## config.mk

```make
export PLATFORM = sky130hd
export DESIGN_NAME = mem_arbiter_flat
export DESIGN_NICKNAME = d
export VERILOG_FILES = /design/src/rtl/cpu_types_pkg.sv /design/src/rtl/mem_arbiter_if.sv /design/src/rtl/arb_timeout_counter.sv /design/src/rtl/mem_arbiter.sv /design/src/flat_wrapper.sv
export SDC_FILE = /design/constraint.sdc
export NUM_CORES = 1
export LEC_CHECK = 0
export CAP_MARGIN = 10
export CORE_UTILIZATION = 43
export CTS_BUF_LIST = sky130_fd_sc_hd__clkbuf_2 sky130_fd_sc_hd__clkbuf_4 sky130_fd_sc_hd__clkbuf_8
export CTS_CLUSTER_SIZE = 10
export DETAILED_ROUTE_END_ITERATION = 8
export HOLD_SLACK_MARGIN = 0.03
export PLACE_DENSITY = 0.82
export SLEW_MARGIN = 20
export SYNTH_ARGS = -nofsm -noshare
export SYNTH_HDL_FRONTEND = slang
export SYNTH_SLANG_ARGS = --single-unit
```

## constraint.sdc

```tcl
create_clock -name CLK -period 6.7 [get_ports CLK]
set_input_delay 2.01 -clock CLK [delete_from_list [all_inputs] [get_ports CLK]]
set_output_delay 2.01 -clock CLK [all_outputs]
set_load 0.02 [all_outputs]
```

## src/rtl/cpu_types_pkg.sv

```systemverilog
// Shared CPU types: RAM handshake state, machine word, and the memory arbiter's
// state encoding and default limits.
package cpu_types_pkg;

  typedef logic [31:0] word_t;

  typedef enum logic [1:0] {
    FREE   = 2'd0,
    BUSY   = 2'd1,
    ACCESS = 2'd2,
    ERROR  = 2'd3
  } ramstate_t;

  typedef enum logic [2:0] {
    IDLE  = 3'd0,
    IACC  = 3'd1,
    DACC  = 3'd2,
    RESP  = 3'd3,
    FAULT = 3'd4
  } arb_state_t;

  localparam int ARB_STARVE_MAX = 4;
  localparam int ARB_TIMEOUT    = 64;

endpackage

```

## src/rtl/mem_arbiter_if.sv

```systemverilog
// Bus bundle between the pipeline requesters, the unified RAM and the arbiter.
// Handshake: a requester holds xREN/xWEN and its operands steady until it sees
// its one-cycle hit strobe; the RAM answers an enable with ramstate (ACCESS
// completes the transfer, FREE/BUSY stall, ERROR aborts).
interface mem_arbiter_if;
  import cpu_types_pkg::*;

  logic      iREN;
  word_t     iaddr;
  logic      dREN;
  logic      dWEN;
  word_t     daddr;
  word_t     dstore;
  logic      ihit;
  logic      dhit;
  word_t     iload;
  word_t     dload;
  logic      ramREN;
  logic      ramWEN;
  word_t     ramaddr;
  word_t     ramstore;
  word_t     ramload;
  ramstate_t ramstate;

  modport slave (
    input  iREN, iaddr, dREN, dWEN, daddr, dstore, ramload, ramstate,
    output ihit, dhit, iload, dload, ramREN, ramWEN, ramaddr, ramstore
  );

  modport master (
    output iREN, iaddr, dREN, dWEN, daddr, dstore, ramload, ramstate,
    input  ihit, dhit, iload, dload, ramREN, ramWEN, ramaddr, ramstore
  );

endinterface

```

## src/rtl/arb_timeout_counter.sv

```systemverilog
// Saturating up-counter with synchronous clear; o_expired flags that the count
// has reached MAX. Clear takes priority over enable.
module arb_timeout_counter #(
  parameter int MAX = 63,
  parameter int W   = $clog2(MAX + 1)
) (
  input  logic CLK,
  input  logic RST,
  input  logic i_clr,
  input  logic i_en,
  output logic o_expired
);

  localparam logic [W-1:0] LP_MAX = W'(MAX);

  logic [W-1:0] r_count;

  always_ff @(posedge CLK or posedge RST) begin
    if (RST) begin
      r_count <= '0;
    end else if (i_clr) begin
      r_count <= '0;
    end else if (i_en && (r_count != LP_MAX)) begin
      r_count <= r_count + 1'b1;
    end
  end

  assign o_expired = (r_count == LP_MAX);

endmodule

```

## src/rtl/mem_arbiter.sv

```systemverilog
// Unified-RAM arbiter: data-over-fetch priority with a fetch starvation guard,
// registered transfer operands and a sticky RAM timeout/error fault.
module mem_arbiter
  import cpu_types_pkg::*;
#(
  parameter int STARVE_MAX = ARB_STARVE_MAX,
  parameter int TIMEOUT    = ARB_TIMEOUT
) (
  input  logic                CLK,
  input  logic                RST,
  mem_arbiter_if.slave        bus,
  output logic                fault,
  output arb_state_t          o_dbg_state
);

  arb_state_t r_state;
  arb_state_t w_next;
  logic       r_op_data;
  logic       r_op_write;
  word_t      r_addr;
  word_t      r_store;
  word_t      r_iload;
  word_t      r_dload;

  logic w_dreq;
  logic w_grant_d;
  logic w_grant_i;
  logic w_in_acc;
  logic w_access;
  logic w_starved;
  logic w_tmo_exp;

  assign w_dreq   = bus.dREN | bus.dWEN;
  assign w_in_acc = (r_state == IACC) || (r_state == DACC);
  assign w_access = w_in_acc && (bus.ramstate == ACCESS);

  always_ff @(posedge CLK or posedge RST) begin
    if (RST) r_state <= IDLE;
    else     r_state <= w_next;
  end

  always_comb begin
    w_next    = r_state;
    w_grant_d = 1'b0;
    w_grant_i = 1'b0;
    case (r_state)
      IDLE: begin
        // Data wins unless fetch has already lost STARVE_MAX grants in a row.
        if (w_dreq && (!w_starved || !bus.iREN)) begin
          w_grant_d = 1'b1;
          w_next    = DACC;
        end else if (bus.iREN) begin
          w_grant_i = 1'b1;
          w_next    = IACC;
        end
      end
      IACC, DACC: begin
        if (bus.ramstate == ACCESS) begin
          w_next = RESP;
        end else if ((bus.ramstate == ERROR) || w_tmo_exp) begin
          w_next = FAULT;
        end
      end
      RESP:    w_next = IDLE;
      FAULT:   w_next = FAULT;
      default: w_next = IDLE;
    endcase
  end

  always_ff @(posedge CLK or posedge RST) begin
    if (RST) begin
      r_op_data  <= 1'b0;
      r_op_write <= 1'b0;
      r_addr     <= '0;
      r_store    <= '0;
      r_iload    <= '0;
      r_dload    <= '0;
    end else begin
      if (w_grant_d) begin
        r_op_data  <= 1'b1;
        r_op_write <= bus.dWEN;
        r_addr     <= bus.daddr;
        r_store    <= bus.dstore;
      end else if (w_grant_i) begin
        r_op_data  <= 1'b0;
        r_op_write <= 1'b0;
        r_addr     <= bus.iaddr;
      end
      if (w_access && (r_state == IACC)) r_iload <= bus.ramload;
      if (w_access && (r_state == DACC) && !r_op_write) r_dload <= bus.ramload;
    end
  end

  arb_timeout_counter #(.MAX(STARVE_MAX)) u_starve (
    .CLK       (CLK),
    .RST       (RST),
    .i_clr     (w_grant_i),
    .i_en      (w_grant_d && bus.iREN),
    .o_expired (w_starved)
  );

  // Expires on the TIMEOUT-th access cycle without ACCESS.
  arb_timeout_counter #(.MAX(TIMEOUT - 1)) u_timeout (
    .CLK       (CLK),
    .RST       (RST),
    .i_clr     (!w_in_acc || w_access),
    .i_en      (w_in_acc),
    .o_expired (w_tmo_exp)
  );

  assign bus.ramREN   = (r_state == IACC) || ((r_state == DACC) && !r_op_write);
  assign bus.ramWEN   = (r_state == DACC) && r_op_write;
  assign bus.ramaddr  = r_addr;
  assign bus.ramstore = r_store;
  assign bus.ihit     = (r_state == RESP) && !r_op_data;
  assign bus.dhit     = (r_state == RESP) && r_op_data;
  assign bus.iload    = r_iload;
  assign bus.dload    = r_dload;
  assign fault        = (r_state == FAULT);
  assign o_dbg_state  = r_state;

endmodule

```

## src/flat_wrapper.sv

```systemverilog
// flat-port wrapper written by rule: the top's interface ports become plain ports
module mem_arbiter_flat import cpu_types_pkg::*;
#(
  parameter int STARVE_MAX = ARB_STARVE_MAX,
  parameter int TIMEOUT    = ARB_TIMEOUT
)
  (CLK, RST, fault, o_dbg_state, bus_iREN, bus_iaddr, bus_dREN, bus_dWEN, bus_daddr, bus_dstore, bus_ramload, bus_ramstate, bus_ihit, bus_dhit, bus_iload, bus_dload, bus_ramREN, bus_ramWEN, bus_ramaddr, bus_ramstore);
  mem_arbiter_if bus_i ();
  input  logic CLK;
  input  logic RST;
  output logic fault;
  output arb_state_t o_dbg_state;
  input wire logic [$bits(bus_i.iREN)-1:0] bus_iREN;
  input wire logic [$bits(bus_i.iaddr)-1:0] bus_iaddr;
  input wire logic [$bits(bus_i.dREN)-1:0] bus_dREN;
  input wire logic [$bits(bus_i.dWEN)-1:0] bus_dWEN;
  input wire logic [$bits(bus_i.daddr)-1:0] bus_daddr;
  input wire logic [$bits(bus_i.dstore)-1:0] bus_dstore;
  input wire logic [$bits(bus_i.ramload)-1:0] bus_ramload;
  input wire logic [$bits(bus_i.ramstate)-1:0] bus_ramstate;
  output wire logic [$bits(bus_i.ihit)-1:0] bus_ihit;
  output wire logic [$bits(bus_i.dhit)-1:0] bus_dhit;
  output wire logic [$bits(bus_i.iload)-1:0] bus_iload;
  output wire logic [$bits(bus_i.dload)-1:0] bus_dload;
  output wire logic [$bits(bus_i.ramREN)-1:0] bus_ramREN;
  output wire logic [$bits(bus_i.ramWEN)-1:0] bus_ramWEN;
  output wire logic [$bits(bus_i.ramaddr)-1:0] bus_ramaddr;
  output wire logic [$bits(bus_i.ramstore)-1:0] bus_ramstore;
  assign bus_i.iREN = bus_iREN;
  assign bus_i.iaddr = bus_iaddr;
  assign bus_i.dREN = bus_dREN;
  assign bus_i.dWEN = bus_dWEN;
  assign bus_i.daddr = bus_daddr;
  assign bus_i.dstore = bus_dstore;
  assign bus_i.ramload = bus_ramload;
  assign bus_i.ramstate = bus_ramstate;
  assign bus_ihit = bus_i.ihit;
  assign bus_dhit = bus_i.dhit;
  assign bus_iload = bus_i.iload;
  assign bus_dload = bus_i.dload;
  assign bus_ramREN = bus_i.ramREN;
  assign bus_ramWEN = bus_i.ramWEN;
  assign bus_ramaddr = bus_i.ramaddr;
  assign bus_ramstore = bus_i.ramstore;
  mem_arbiter #(.STARVE_MAX(STARVE_MAX), .TIMEOUT(TIMEOUT)) u_core (.CLK(CLK), .RST(RST), .bus(bus_i), .fault(fault), .o_dbg_state(o_dbg_state));
endmodule
```

==> run summary <==
Status - completed
Clk sinks - 142
1st-iter DRT viols - 212
CP Class - register to output port
# fillers - 1015
Leak - 4.15 nW
Root Buffer - clkbuf_8
Drt drc - 0
IO Port Bufs - 270
Die Ht - 121 microns
Critical path fanouts, max - 13
Seq cells post-synth - 142
Final Instance Area - 9240 sq um
Row count - 43
Setup crit end kind - output port
Hold Crit Class - register to register
Non-Filler Instances - 896
Crit path required time - 4.69 ns
Ant. Diodes - 0
CTS Buf Count - 17
Die Wd - 121 microns
Post-CTS repair timing setup buffer count - 0
Max clock buf depth - 2
Initial antenna violation count - 0
Share of post-route cells with drive strength above 1 - 19.0%
Via count - 4401
Vias in the first global route - 4673
Final Setup Violations - 0
Initial DRT Pass Iterations - 4
Largest net degree at the start of global routing - 109
Cells after Synth - 436
Total core area - 13900 sq um
Final Critical Period - 4.16 ns
RSZ-0062 raised after global routing - false
Antenna viol nets, final - 0
DR vias/cell - 4.91
Routed WL - 15100 microns
TritonCTS clock tree - yes
Netlist cell types - 35
Max Slew Vio Count - 0
Wire length per cell - 16.9 microns
Syn-to-layout area delta - 51.1%
Final hold violation count - 0
RD Place Congestion - 0.759
Worst skew pair latency - 0.44 ns
Total GRT Usage - 21.4%
I/O pins - 271
Fin crit share - 62.0%
Total grt overflow - 0
Ys Warns - 0
Die Footprint - 14700 sq um
Worst Tran Pin Value - 1.05 ns
H-tree Lvls - 4
Inst Count DP - 865
Initial Util - 44.0%
Post-Syn Area - 6110 sq um
Setup TNS - 0 ns
Clock Pin Slew Worst Setup and Hold Paths - 0.08 ns
NumNets Final - 842
Crit start category - register
Fmax achieved - 241 MHz
Post-Syn Area per Cell - 14.0 sq um
First-pass GRT wire length - 23900 microns
Max-Cap Viols - 0
Power per cell area - 493 nW/um^2
Final HPWL DP - 10900 microns
Slew headroom - 29.9%
Seq/Total Area, Yosys - 58.1%
Placed Area - 8860 sq um
Post_cts resized - 0
Quantity of hold-fixing buffers added after cts - 0
Syn Nets - 574
Final Skew - 0.0143 ns
Worst Path Arrival - 2.15 ns
VDD IR max - 0.000211 V
## Yosys cell counts
cell type / instances / share of area [%]
dfrtp_1: 142 / 58
mux2_2: 50 / 9.2
mux2_4: 47 / 12
nor2_1: 44 / 2.7
a21oi_1: 35 / 2.9
mux2i_1: 34 / 5.6
buf_6: 13 / 2.4
nand2_1: 11 / 0.68
nand3_1: 5 / 0.41
a31oi_1: 4 / 0.41
buf_2: 4 / 0.33
clkbuf_1: 4 / 0.25
inv_1: 4 / 0.25
and3_1: 3 / 0.31
buf_4: 3 / 0.37
ha_1: 3 / 0.61
nor2b_1: 3 / 0.31
nor3b_1: 3 / 0.37
o21ai_0: 3 / 0.25
a22o_1: 2 / 0.29
nor3_1: 2 / 0.16
o211ai_1: 2 / 0.25
o21bai_1: 2 / 0.25
xor2_1: 2 / 0.29
a211o_1: 1 / 0.14
a21boi_0: 1 / 0.12
and2b_1: 1 / 0.12
and2b_2: 1 / 0.14
and3b_1: 1 / 0.14
nand3_4: 1 / 0.29
nor3_4: 1 / 0.27
nor4bb_1: 1 / 0.16
o31a_1: 1 / 0.14
or4_1: 1 / 0.12
xnor2_1: 1 / 0.14
## area by class of cell
cell class / count / area, sq um / area share (%)
clock buffers: 21 / 277 / 2.99
clock inverters: 10 / 88.8 / 0.962
inverters: 4 / 20.0 / 0.217
multi-input cells: 266 / 2350 / 25.4
flip-flops and latches: 142 / 3550 / 38.5
well taps: 180 / 225 / 2.44
repair buffers: 273 / 2730 / 29.5
## per-stage QoR
step | util, % | power, mW | hold slack, ns | setup WS [ns]
after detailed placement | 63.9 | 3.94 | 0.493 | 2.50
after global placement | 63.9 | 3.86 | 0.487 | 2.59
after global routing | 66.5 | 4.82 | 0.525 | 2.41
after floorplan | - | 2.90 | 0.461 | 0.880
after CTS | 66.5 | 4.60 | 0.510 | 2.52
final | 66.5 | 4.55 | 0.506 | 2.54
## cell usage in the layout (no fill, tap or decap), drive strengths merged, types with 5 or more instances in the layout
master | netlist | final
nand3 | 6 | 6
clkbuf | 4 | 21
mux2 | 97 | 97
a21oi | 35 | 35
inv | 4 | 5
nand2 | 11 | 11
dfrtp | 142 | 142
nor2 | 44 | 44
mux2i | 34 | 34
clkdlybuf4s50 | 0 | 270
## kinds of logic (layout without fill, tap and decap cells)
group                      Yosys count  count (layout)  synth area share, %
adders and majority gates            3               3                0.614
buffers and inverters               28             308                 3.58
DFF                                142             142                 58.1
muxes                              131             131                 26.3
AOI/OAI and AO/OA                   51              51                 4.71
xor gates and xnor gates             3               3                0.430
and+or+nand+nor                     78              78                 6.18
## routing by layer
| layer | GRT usage, % | up-vias | part of all wire [%] |
|---|---|---|---|
| li1 | - | 2062 | - |
| met1 | 25.1 | 2127 | 41 |
| met2 | 36.2 | 194 | 50 |
| met3 | 7.94 | 18 | 8.3 |
| met4 | 6.64 | 0 | 1.4 |
| met5 | 0 | - | 0 |
## sequential cells by signal, summed over array words and instances, names as in the netlist
name                      flops
u_core.bus.dload             32
u_core.bus.iload             32
u_core.bus.ramaddr           32
u_core.bus.ramstore          32
u_core.o_dbg_state            3
u_core.r_op_data              1
u_core.r_op_write             1
u_core.u_starve.r_count       3
u_core.u_timeout.r_count      6
## path summary, 6_finish.rpt
kind | startpoint | end | slack, ns | depth (start not counted)
worst max-delay path | u_core.o_dbg_state[1] | bus_ramWEN | 2.54 | 3
max in group asynchronous | RST | u_core.bus.dload[30] | 3.47 | 3
min in group asynchronous | RST | u_core.bus.dload[19] | 2.17 | 2
worst min register to register | u_core.bus.iload[29] | u_core.bus.iload[29] | 0.51 | 1
worst max register to register | u_core.o_dbg_state[0] | u_core.bus.ramstore[17] | 4.43 | 4
worst min-delay path | u_core.bus.iload[29] | u_core.bus.iload[29] | 0.51 | 1
## worst max-delay path: stages (launching register included)
cell	delay, ns
dfrtp_1	0.62
and2b_2	0.27
nor3b_1	0.18
clkdlybuf4s50_1	0.63
## power by group
part | switching (mW) | internal, mW
logic | 1.11 | 1.27
registers | 0.259 | 1.27
clock network | 0.321 | 0.317
Note: power is estimated with default switching activity, not from simulation.
